==> config.mk <==
export PLATFORM = sky130hd
export DESIGN_NAME = diagnosis_report_streamer_flat
export DESIGN_NICKNAME = d
export VERILOG_FILES = /design/src/rtl/diagnosis_report_streamer_pkg.sv /design/src/rtl/diagnosis_report_streamer_if.sv /design/src/rtl/diagnosis_report_streamer_bin8_to_bcd.sv /design/src/rtl/diagnosis_report_streamer.sv /design/src/flat_wrapper.sv
export SDC_FILE = /design/constraint.sdc
export NUM_CORES = 1
export LEC_CHECK = 0
export CAP_MARGIN = 40
export CORE_MARGIN = 4
export CORE_UTILIZATION = 45
export CTS_CLUSTER_DIAMETER = 60
export DETAILED_ROUTE_END_ITERATION = 10
export HOLD_SLACK_MARGIN = 0.15
export PLACE_DENSITY_LB_ADDON = 0.15
export SYNTH_ARGS = -nofsm -noshare
export SYNTH_HDL_FRONTEND = slang
export SYNTH_SLANG_ARGS = --single-unit
==> constraint.sdc <==
create_clock -name clk -period 6.7 [get_ports clk]
set_clock_uncertainty 0.05 [all_clocks]
set_input_delay 1.34 -clock clk [delete_from_list [all_inputs] [get_ports clk]]
set_output_delay 1.34 -clock clk [all_outputs]
set_load 0.005 [all_outputs]
==> src/rtl/diagnosis_report_streamer_pkg.sv <==
// +----------------------------------------------------------------------+
// | diag_pkg                                                             |
// | Shared state encoding, ASCII framing constants and size defaults.    |
// | Revision: 1.0                                                        |
// +----------------------------------------------------------------------+
`default_nettype none

package diag_pkg;

  localparam int DEFAULT_NUM_CLASSES = 15;
  localparam int DEFAULT_NAME_LENGTH = 32;

  localparam logic [7:0] CH_D     = 8'h44;
  localparam logic [7:0] CH_X     = 8'h58;
  localparam logic [7:0] CH_COLON = 8'h3A;
  localparam logic [7:0] CH_SPACE = 8'h20;
  localparam logic [7:0] CH_QMARK = 8'h3F;
  localparam logic [7:0] CH_CR    = 8'h0D;
  localparam logic [7:0] CH_LF    = 8'h0A;
  localparam logic [7:0] CH_ZERO  = 8'h30;

  typedef enum logic [2:0] {
    ST_IDLE   = 3'd0,
    ST_LOOKUP = 3'd1,
    ST_PREFIX = 3'd2,
    ST_NAME   = 3'd3,
    ST_CRLF   = 3'd4
`ifdef CONF_REPORT_EN
    , ST_CONF = 3'd5
`endif
  } state_e;

endpackage

`default_nettype wire

==> src/rtl/diagnosis_report_streamer_if.sv <==
// +----------------------------------------------------------------------+
// | diagnosis_report_streamer_if                                         |
// | Classifier-result input handshake and ASCII byte output stream.      |
// | Revision: 1.0                                                        |
// +----------------------------------------------------------------------+
`default_nettype none

interface diagnosis_report_streamer_if
  import diag_pkg::*;
#(
  parameter int CLASS_W = $clog2(DEFAULT_NUM_CLASSES)
);

  logic               result_valid;
  logic               result_ready;
  logic [CLASS_W-1:0] result_class;
  logic [7:0]         result_conf;
  logic [7:0]         tx_data;
  logic               tx_valid;
  logic               tx_ready;

  // slave is the streamer; master is the classifier plus the byte sink
  modport slave (
    input  result_valid, result_class, result_conf, tx_ready,
    output result_ready, tx_data, tx_valid
  );

  modport master (
    output result_valid, result_class, result_conf, tx_ready,
    input  result_ready, tx_data, tx_valid
  );

endinterface

`default_nettype wire

==> src/rtl/diagnosis_report_streamer_bin8_to_bcd.sv <==
// +----------------------------------------------------------------------+
// | bin8_to_bcd                                                          |
// | Combinational double-dabble: 8-bit binary to three BCD digits.       |
// | Revision: 1.0                                                        |
// +----------------------------------------------------------------------+
`default_nettype none

module bin8_to_bcd (
  input  logic [7:0] bin,
  output logic [3:0] hundreds,
  output logic [3:0] tens,
  output logic [3:0] ones
);

  logic [19:0] shift;

  always_comb begin
    shift = {12'd0, bin};
    for (int i = 0; i < 8; i++) begin
      if (shift[11:8] >= 4'd5)  shift[11:8]  = shift[11:8]  + 4'd3;
      if (shift[15:12] >= 4'd5) shift[15:12] = shift[15:12] + 4'd3;
      if (shift[19:16] >= 4'd5) shift[19:16] = shift[19:16] + 4'd3;
      shift = shift << 1;
    end
    hundreds = shift[19:16];
    tens     = shift[15:12];
    ones     = shift[11:8];
  end

endmodule

`default_nettype wire

==> src/rtl/diagnosis_report_streamer.sv <==
// +----------------------------------------------------------------------+
// | diagnosis_report_streamer                                            |
// | Frames each classifier result as "DX:<name>\r\n" over a byte stream. |
// | Define CONF_REPORT_EN to append " ddd" confidence before the CRLF.   |
// | Revision: 1.0                                                        |
// +----------------------------------------------------------------------+
`default_nettype none

module diagnosis_report_streamer
  import diag_pkg::*;
#(
  parameter int NUM_CLASSES = DEFAULT_NUM_CLASSES,
  parameter int NAME_LENGTH = DEFAULT_NAME_LENGTH,
  parameter int CLASS_W     = $clog2(NUM_CLASSES)
) (
  input  logic                     clk,
  input  logic                     rst_n,
  diagnosis_report_streamer_if.slave bus,
  output logic [CLASS_W-1:0]       rom_class_index,
  input  logic [NAME_LENGTH*8-1:0] rom_disease_name,
  input  logic                     rom_name_valid,
  output logic                     busy,
  output logic                     msg_done
);

  localparam int IDX_W = $clog2(NAME_LENGTH);

`ifdef CONF_REPORT_EN
  localparam state_e NAME_NEXT = ST_CONF;
`else
  localparam state_e NAME_NEXT = ST_CRLF;
`endif

  state_e                   state_q, state_d;
  logic [1:0]               sub_q, sub_d;
  logic [IDX_W-1:0]         idx_q, idx_d;
  logic [IDX_W-1:0]         last_q, last_d;
  logic [NAME_LENGTH*8-1:0] name_q, name_d;
  logic                     qmark_q, qmark_d;
  logic [CLASS_W-1:0]       class_q, class_d;

  logic [IDX_W-1:0]         scan_first, scan_last;
  logic                     scan_found;
  logic [7:0]               cur_byte;
  logic                     tx_valid_c;
  logic [7:0]               tx_data_c;
  logic                     tx_fire;

`ifdef CONF_REPORT_EN
  logic [7:0] conf_q, conf_d;
  logic [3:0] bcd_h, bcd_t, bcd_o;

  bin8_to_bcd u_bcd (
    .bin      (conf_q),
    .hundreds (bcd_h),
    .tens     (bcd_t),
    .ones     (bcd_o)
  );
`else
  logic conf_unused;
  assign conf_unused = ^bus.result_conf;
`endif

  // Byte 0 of a name sits in the most significant byte lane
  always_comb begin
    scan_first = '0;
    scan_last  = '0;
    scan_found = 1'b0;
    for (int i = NAME_LENGTH - 1; i >= 0; i--) begin
      if (rom_disease_name[(NAME_LENGTH-1-i)*8 +: 8] != 8'h00)
        scan_first = IDX_W'(i);
    end
    for (int i = 0; i < NAME_LENGTH; i++) begin
      if (rom_disease_name[(NAME_LENGTH-1-i)*8 +: 8] != 8'h00 &&
          rom_disease_name[(NAME_LENGTH-1-i)*8 +: 8] != CH_SPACE) begin
        scan_last  = IDX_W'(i);
        scan_found = 1'b1;
      end
    end
  end

  assign cur_byte = name_q[(NAME_LENGTH-1-int'(idx_q))*8 +: 8];
  assign tx_fire  = tx_valid_c && bus.tx_ready;

  always_ff @(posedge clk or negedge rst_n) begin
    if (!rst_n) begin
      state_q <= ST_IDLE;
      sub_q   <= '0;
      idx_q   <= '0;
      last_q  <= '0;
      name_q  <= '0;
      qmark_q <= 1'b0;
      class_q <= '0;
`ifdef CONF_REPORT_EN
      conf_q  <= '0;
`endif
    end else begin
      state_q <= state_d;
      sub_q   <= sub_d;
      idx_q   <= idx_d;
      last_q  <= last_d;
      name_q  <= name_d;
      qmark_q <= qmark_d;
      class_q <= class_d;
`ifdef CONF_REPORT_EN
      conf_q  <= conf_d;
`endif
    end
  end

  always_comb begin
    state_d = state_q;
    sub_d   = sub_q;
    idx_d   = idx_q;
    last_d  = last_q;
    name_d  = name_q;
    qmark_d = qmark_q;
    class_d = class_q;
`ifdef CONF_REPORT_EN
    conf_d  = conf_q;
`endif
    case (state_q)
      ST_IDLE: begin
        if (bus.result_valid) begin
          class_d = bus.result_class;
`ifdef CONF_REPORT_EN
          conf_d  = bus.result_conf;
`endif
          state_d = ST_LOOKUP;
        end
      end
      ST_LOOKUP: begin
        name_d  = rom_disease_name;
        qmark_d = !rom_name_valid || !scan_found;
        idx_d   = scan_first;
        last_d  = scan_last;
        sub_d   = '0;
        state_d = ST_PREFIX;
      end
      ST_PREFIX: begin
        if (tx_fire) begin
          if (sub_q == 2'd2) begin
            sub_d   = '0;
            state_d = ST_NAME;
          end else begin
            sub_d = sub_q + 2'd1;
          end
        end
      end
      ST_NAME: begin
        // Interior NULs are stepped over without a transfer
        if (qmark_q) begin
          if (tx_fire) state_d = NAME_NEXT;
        end else if (cur_byte == 8'h00) begin
          idx_d = idx_q + IDX_W'(1);
        end else if (tx_fire) begin
          if (idx_q == last_q) state_d = NAME_NEXT;
          else                 idx_d   = idx_q + IDX_W'(1);
        end
      end
`ifdef CONF_REPORT_EN
      ST_CONF: begin
        if (tx_fire) begin
          if (sub_q == 2'd3) begin
            sub_d   = '0;
            state_d = ST_CRLF;
          end else begin
            sub_d = sub_q + 2'd1;
          end
        end
      end
`endif
      ST_CRLF: begin
        if (tx_fire) begin
          if (sub_q == 2'd1) begin
            sub_d   = '0;
            state_d = ST_IDLE;
          end else begin
            sub_d = sub_q + 2'd1;
          end
        end
      end
      default: state_d = ST_IDLE;
    endcase
  end

  always_comb begin
    tx_valid_c       = 1'b0;
    tx_data_c        = 8'h00;
    bus.result_ready = 1'b0;
    busy             = 1'b1;
    msg_done         = 1'b0;
    case (state_q)
      ST_IDLE: begin
        bus.result_ready = 1'b1;
        busy             = 1'b0;
      end
      ST_PREFIX: begin
        tx_valid_c = 1'b1;
        tx_data_c  = (sub_q == 2'd0) ? CH_D : (sub_q == 2'd1) ? CH_X : CH_COLON;
      end
      ST_NAME: begin
        if (qmark_q) begin
          tx_valid_c = 1'b1;
          tx_data_c  = CH_QMARK;
        end else if (cur_byte != 8'h00) begin
          tx_valid_c = 1'b1;
          tx_data_c  = cur_byte;
        end
      end
`ifdef CONF_REPORT_EN
      ST_CONF: begin
        tx_valid_c = 1'b1;
        case (sub_q)
          2'd0:    tx_data_c = CH_SPACE;
          2'd1:    tx_data_c = CH_ZERO | {4'h0, bcd_h};
          2'd2:    tx_data_c = CH_ZERO | {4'h0, bcd_t};
          default: tx_data_c = CH_ZERO | {4'h0, bcd_o};
        endcase
      end
`endif
      ST_CRLF: begin
        tx_valid_c = 1'b1;
        tx_data_c  = (sub_q == 2'd0) ? CH_CR : CH_LF;
        msg_done   = (sub_q == 2'd1) && bus.tx_ready;
      end
      default: ;
    endcase
  end

  assign bus.tx_valid    = tx_valid_c;
  assign bus.tx_data     = tx_data_c;
  assign rom_class_index = class_q;

endmodule

`default_nettype wire

==> src/flat_wrapper.sv <==
// flat-port wrapper written by rule: the top's interface ports become plain ports
module diagnosis_report_streamer_flat import diag_pkg::*;
#(
  parameter int NUM_CLASSES = DEFAULT_NUM_CLASSES,
  parameter int NAME_LENGTH = DEFAULT_NAME_LENGTH,
  parameter int CLASS_W     = $clog2(NUM_CLASSES)
)
  (clk, rst_n, rom_class_index, rom_disease_name, rom_name_valid, busy, msg_done, bus_result_valid, bus_result_class, bus_result_conf, bus_tx_ready, bus_result_ready, bus_tx_data, bus_tx_valid);
  diagnosis_report_streamer_if #(.CLASS_W(CLASS_W)) bus_i ();
  input  logic clk;
  input  logic rst_n;
  output logic [CLASS_W-1:0] rom_class_index;
  input  logic [NAME_LENGTH*8-1:0] rom_disease_name;
  input  logic rom_name_valid;
  output logic busy;
  output logic msg_done;
  input wire logic [$bits(bus_i.result_valid)-1:0] bus_result_valid;
  input wire logic [$bits(bus_i.result_class)-1:0] bus_result_class;
  input wire logic [$bits(bus_i.result_conf)-1:0] bus_result_conf;
  input wire logic [$bits(bus_i.tx_ready)-1:0] bus_tx_ready;
  output wire logic [$bits(bus_i.result_ready)-1:0] bus_result_ready;
  output wire logic [$bits(bus_i.tx_data)-1:0] bus_tx_data;
  output wire logic [$bits(bus_i.tx_valid)-1:0] bus_tx_valid;
  assign bus_i.result_valid = bus_result_valid;
  assign bus_i.result_class = bus_result_class;
  assign bus_i.result_conf = bus_result_conf;
  assign bus_i.tx_ready = bus_tx_ready;
  assign bus_result_ready = bus_i.result_ready;
  assign bus_tx_data = bus_i.tx_data;
  assign bus_tx_valid = bus_i.tx_valid;
  diagnosis_report_streamer #(.NUM_CLASSES(NUM_CLASSES), .NAME_LENGTH(NAME_LENGTH), .CLASS_W(CLASS_W)) u_core (.clk(clk), .rst_n(rst_n), .bus(bus_i), .rom_class_index(rom_class_index), .rom_disease_name(rom_disease_name), .rom_name_valid(rom_name_valid), .busy(busy), .msg_done(msg_done));
endmodule
==> impl_metrics.toml, run 1 <==
[global_route]
grt_pass1_wl_um = 69860
first_global_vias = 12700
grt_max_degree = 211
track_usage_pct = 25.89
antenna_found_initial = 2
grt-ovfl-total = 0

[drt]
antenna_left = 0
vias_per_cell = 5.594
dr.pass1.iters = 5
vias = 12800
drc_errors = 0
initialDrtViolationCount = 1114
routed_wl_um = 45760
wl_per_cell_um = 19.99

[timing]
final_max_slew_viol_count = 0
relSlewSlack_pct = 33.20
timing.final.ws_setup_ps = 1042
setup_violations = 0
rsz0062_at_grt = "false"
period_share_pct = 84.45
worst_pin_slew_ps = 1002
tns_ps = 0
finalCriticalPeriod_ps = 5658
hold_viol = 0
fmax_mhz = 176.7

[setup_path]
critPathLaunchType = "flop"
r2r_start = "u_core.idx_q[0]$_DFFE_PN0P_"
r2r_setup_slack_ps = 2840
worstPathCellList = "buf_12 > mux4_2 > a221oi_1 > and3_1 > nand4_1 > a21boi_1 > o21ai_1 > clkdlybuf4s50_1"
crit_buf_inv = 2
worstPathMaxFanout = 37
cp-end-kind = "output port"
cp_slowest_cell = "dfrtp_4"
crit_family = "compound AO/OA/AOI/OAI gates"
criticalPathCategory = "reg -> out"
r2r_cells = 8
critPathArrivalTime_ps = 4270
critical_path.max_stage_delay_ps = 880
r2r_end = "u_core.idx_q[1]$_DFFE_PN0P_"
cp.required_ps = 5310

[worst_hold_path]
hp-start = "u_core.name_q[109]$_DFFE_PN0P_"
min_path_cells = 2
hold_end = "u_core.name_q[109]$_DFFE_PN0P_"
hold_class = "reg -> reg"

[synthesis]
syn_nets = 1899
syn_area_mm2 = 0.01423
yosys_register_bits = 276
yosysWarningCount = 0
synth_ff_type = "dfrtp_1"
ys_async_sr_fraction_pct = 100.0
ys_types = 70
syn_area_per_cell_um2 = 8.758
ys_seq_area_share_pct = 48.53
syn_inst = 1625
synth_edf_count = 0

[layout]
final_cell_mix = "820 x nand2_1, 279 x clkdlybuf4s50_1, 274 x dfrtp_1, 67 x mux4_2, 52 x nor3_1"
fin_area_mm2 = 0.01836
drive_gt1_share_pct = 8.087
layout_commonest_cell = "nand2_1"
nets = 2142
syn2layout_area_growth_pct = 28.98

[clock_tree]
cts-root-buf = "clkbuf_16"
h-tree-depth = 1
clkTransAtPathRegs_ps = 60
cts_resized = 0
cts_sinks = 276
cts_setup_buffers = 0
cts-buffers-inserted = 31
cts_hold_buf = 0
worstSkewPairLatency_ps = 580
cts_tree = "yes"
cts_max_path_buffers = 3

[run_status]
status = "complete, no violations"

[job]
maxCapViolCount = 0

[pwr]
power_frac_comb_pct = 39.5
clockPowerShare_pct = 21.7
power_density_mw_per_mm2 = 423.1
p_int_mw = 4.840
leakage_nw = 8.268
swShare_pct = 37.69
power.switching_mw = 2.927
power_frac_seq_pct = 38.8
peakVddDrop_v = 0.0002518

[place]
placed_area_mm2 = 0.01734
post-place-ws_ps = 1653
gp_congestion = 0.9580
dp_hpwl_um = 33880
portBuffers = 280

[floorplan]
design.die.area_mm2 = 0.03454
ioPinCount = 289
fp.dieW_um = 185.8
start_util_pct = 46.05
row_count = 64
die_h_um = 185.8
core_area_mm2 = 0.03091
cell usage after synthesis (3+ instances only):
cell type    n  area share (%)
nor4_1      42             1.8
nor3_1      52             1.8
a31oi_1      8            0.35
nand4_1     12            0.53
a221oi_1     3            0.18
a21o_1       3            0.16
nand2b_1     6            0.26
buf_6        6            0.47
a21oi_1     26            0.91
o31ai_1      3            0.16
or4_1        9            0.47
nor2b_1      9            0.40
o21ai_0     14            0.49
nand3_1     11            0.39
a22oi_1     11            0.58
nand2_1    821              22
a311oi_1     3            0.18
xnor2_1      3            0.18
buf_2        5            0.18
mux4_2      67              11
o21bai_1     3            0.16
or2_2        3            0.13
o2111ai_1    3            0.18
o21ai_1     10            0.35
o2bb2ai_1    3            0.18
xor2_1       3            0.18
and2_1       7            0.31
mux2_2       6            0.47
nor2_1      48             1.3
inv_1        7            0.18
mux2i_1      7            0.49
dfrtp_1    276              49
o22ai_1      5            0.22
or3_1        4            0.18
clkbuf_1    67             1.8
and3_1       5            0.22
buf_1        5            0.13
a22o_1       8            0.49
worst min-delay path: stages, from the launching register on:
cell,delay (ps)
dfrtp_1,330
nand2_1,50
nand2_1,50
cell families (layout without fill, tap and decap cells):
family                   Yosys count  count (layout)  synth area share, %
AO/OA/AOI/OAI                    127             127                6.251
XOR/XNOR                           6               6               0.3693
adder cells (fa/ha/maj)            1               1              0.08790
buffers and inverters             93             360                2.866
flip-flops                       276             276                48.53
multiplexers                      83              83                11.83
other                              0               1                    0
AND/OR/NAND/NOR                 1039            1039                30.07
state kept, by name, indices dropped and copies added (netlist names):
signal and flops:
u_core.idx_q 5, u_core.last_q 5, u_core.name_q 256, u_core.qmark_q 1
u_core.rom_class_index 4, u_core.state_q 3, u_core.sub_q 2
worst max-delay path by stage:
stage / slack [ps] / to / from / depth (start not counted)
3_3_place_gp: 1660 / bus_tx_valid / u_core.idx_q[0]$_DFFE_PN0P_ / 8
4_1_cts: 1030 / bus_tx_valid / u_core.idx_q[0]$_DFFE_PN0P_ / 8
6_report: 1040 / bus_tx_valid / u_core.idx_q[0]$_DFFE_PN0P_ / 8
5_1_grt: 770 / bus_tx_valid / u_core.idx_q[0]$_DFFE_PN0P_ / 8
2_1_floorplan: 2860 / bus_tx_data[6] / u_core.idx_q[0]$_DFFE_PN0P_ / 9
3_5_place_dp: 1650 / bus_tx_valid / u_core.idx_q[0]$_DFFE_PN0P_ / 8
final cells by class:
type                    count  area (um^2)
repair buffers            295         2977
multi-input cells        1256         6928
clock buffers              47        915.9
diodes                      1        2.502
well taps                 396        495.5
fillers                  2711        12550
clock inverters            10        97.59
flip-flops and latches    276         6912
inverters                   8        30.03
metrics by stage:
step | power, mW | utilization, % | std cells | hold slack [ps]
after floorplan | 4.962 | - | 1625 | 390.3
after global placement | 5.957 | 55.95 | 2227 | 402.2
after global routing | 8.308 | 59.38 | 2288 | 443.2
after CTS | 7.785 | 59.38 | 2288 | 421.3
final | 7.767 | 59.39 | 2289 | 417.7
after detailed placement | 6.078 | 56.10 | 2231 | 407.3
power groups by stage:
| stage | Clock [mW] | Sequential, mW | Combinational (mW) |
|---|---|---|---|
| floorplan | 0 | 2.80 | 2.17 |
| global placement | 0 | 2.99 | 2.97 |
| detailed placement | 0 | 3.03 | 3.05 |
| CTS | 1.71 | 3.01 | 3.07 |
| global route | 1.79 | 3.11 | 3.41 |
| finish | 1.68 | 3.02 | 3.07 |
layer usage:
metal  routed length [um]  part of all wire [%]  up-vias  GRT usage (%)
li1                     -                     -     6001              -
met1                19710                    43     6227          36.94
met2                21120                    46      499          41.11
met3                 3556                   7.8       73          4.768
met4                 1347                   2.9        4          7.199
met5                   30                 0.066        -              0
(Power assumes the default switching activity.)
==> inputs of run 2 (changes only) <==
Clock period 6.7 ns to 5.8 ns, I/O delays scaled along.
==> run 2 against run 1 <==
- global-route usage is 0.61 points higher
- routed wire length is 1.7% higher
- clock-buffer cell count is 6 higher
- cell area is 0.78% higher
- die area stayed put
- sequential share of layout area is 0.29 points lower
- utilization is 0.47 points higher
- flip-flop and latch count stayed put
==> impl_metrics.toml, run 2 (synthesis gave the netlist of run 1 again) <==
[floorplan]
core_area_mm2 = 0.03091
die_h_um = 185.8
row_count = 64
start_util_pct = 46.05
design.die.area_mm2 = 0.03454
fp.dieW_um = 185.8
ioPinCount = 289

[pwr]
power.switching_mw = 3.414
peakVddDrop_v = 0.0002185
power_frac_seq_pct = 37.9
power_frac_comb_pct = 39.2
leakage_nw = 8.335
power_density_mw_per_mm2 = 494.1
swShare_pct = 37.35
p_int_mw = 5.728
clockPowerShare_pct = 22.9

[clock_tree]
cts-buffers-inserted = 35
cts_sinks = 276
cts_tree = "yes"
cts_resized = 0
cts_setup_buffers = 0
worstSkewPairLatency_ps = 510
clkTransAtPathRegs_ps = 60
cts_hold_buf = 0
cts-root-buf = "clkbuf_16"
cts_max_path_buffers = 3
h-tree-depth = 2

[setup_path]
cp_slowest_cell = "dfrtp_4"
r2r_cells = 8
cp.required_ps = 4590
worstPathCellList = "buf_12 > mux4_2 > a221oi_1 > and3_1 > nand4_1 > a21boi_1 > o21ai_1 > clkdlybuf4s50_1"
critPathArrivalTime_ps = 4060
cp-end-kind = "output port"
critPathLaunchType = "flop"
criticalPathCategory = "reg -> out"
worstPathMaxFanout = 37
critical_path.max_stage_delay_ps = 760

[job]
maxCapViolCount = 0

[timing]
relSlewSlack_pct = 34.82
final_max_slew_viol_count = 0
hold_viol = 0
period_share_pct = 90.83
tns_ps = 0
worst_pin_slew_ps = 977.8
hold_ws_ps = 418.7
finalCriticalPeriod_ps = 5268
rsz0062_at_grt = "false"
setup_violations = 0
fmax_mhz = 189.8
timing.final.ws_setup_ps = 531.7

[layout]
drive_gt1_share_pct = 8.425
regMostFlops = "u_core.name_q"
fill_cells = 2750
layout_commonest_cell = "nand2_1"
nets = 2150
largestRegisters = "u_core.name_q x256, u_core.idx_q x5, u_core.last_q x5"
largest_reg_flops = 256
final_cell_mix = "820 x nand2_1, 279 x clkdlybuf4s50_1, 274 x dfrtp_1, 67 x mux4_2, 52 x nor3_1"
stdcell_count = 2298
syn2layout_area_growth_pct = 30.00

[global_route]
track_usage_pct = 26.50
antenna_found_initial = 3
grt-ovfl-total = 0
first_global_vias = 12800
grt_pass1_wl_um = 71310
grt_max_degree = 210

[place]
dp_hpwl_um = 34060
dp_cells = 2235
portBuffers = 280
gp_congestion = 0.9391
post-place-ws_ps = 1085

[run_status]
status = "complete, no violations"

[worst_hold_path]
min_path_cells = 2
hold_class = "reg -> reg"

[drt]
vias = 12930
initialDrtViolationCount = 1220
vias_per_cell = 5.625
antenna_left = 0
routed_wl_um = 46540
drc_errors = 0
wl_per_cell_um = 20.25
dr.pass1.iters = 5
==> run 2: cell count changes in the layout (fill, tap and decap cells not counted), sizes merged <==
| cell | previous run | this run |
|---|---|---|
| clkbuf | 47 | 53 |
| buf | 15 | 19 |
| inv | 11 | 8 |
| diode | 1 | 3 |
| bufinv | 1 | 0 |
| clkinv | 6 | 7 |
==> run 2: routing by layer <==
| metal | global-route usage (%) | share of wire, % |
|---|---|---|
| met1 | 38.21 | 43 |
| met2 | 42.12 | 47 |
| met3 | 4.319 | 7.2 |
| met4 | 7.170 | 2.8 |
| met5 | 0 | 0.017 |
==> run 2: worst paths after layout <==
path / start / endpoint / slack [ps]
setup / recovery: u_core.idx_q[0]$_DFFE_PN0P_ / bus_tx_valid / 530
hold / removal: u_core.name_q[161]$_DFFE_PN0P_ / u_core.name_q[161]$_DFFE_PN0P_ / 420
setup reg to reg: u_core.idx_q[0]$_DFFE_PN0P_ / u_core.idx_q[1]$_DFFE_PN0P_ / 2110
hold reg to reg: u_core.name_q[161]$_DFFE_PN0P_ / u_core.name_q[161]$_DFFE_PN0P_ / 420
max in group asynchronous: rst_n / u_core.name_q[156]$_DFFE_PN0P_ / 3740
min in group asynchronous: rst_n / u_core.name_q[210]$_DFFE_PN0P_ / 600
==> run 2: critical path, delay by kind of cell (launching register included) <==
| family | cells | cell delay [ps] |
|---|---|---|
| buf+inv | 2 | 840 |
| simple gates | 2 | 400 |
| compound gates | 3 | 940 |
| mux | 1 | 580 |
| flops | 1 | 760 |
==> run 2: area by class of cell <==
class                   count  area, um^2  share of cell area (%)
well taps                 396       495.5                   2.678
inverters                   8       30.03                  0.1623
multi-input cells        1256        6928                   37.45
diodes                      3       7.507                 0.04058
clock inverters             7       46.29                  0.2502
repair buffers            299        3017                   16.30
flip-flops and latches    276        6912                   37.36
clock buffers              53        1066                   5.762
==> run 2: stage by stage <==
stage | utilization [%] | total power, mW | cell area, um^2
3_3_place_gp | 56.13 | 6.909 | 17350
2_1_floorplan | - | 5.732 | 14230
5_1_grt | 59.83 | 9.785 | 18490
6_report | 59.86 | 9.142 | 18500
3_5_place_dp | 56.23 | 7.032 | 17380
4_1_cts | 59.83 | 9.180 | 18490
==> run 2: power groups by stage <==
stage,Clock [mW],Sequential (mW),Combinational (mW)
floorplan,0,3.23,2.50
global placement,0,3.42,3.48
detailed placement,0,3.47,3.56
CTS,2.13,3.45,3.60
global route,2.23,3.57,3.99
finish,2.10,3.46,3.58
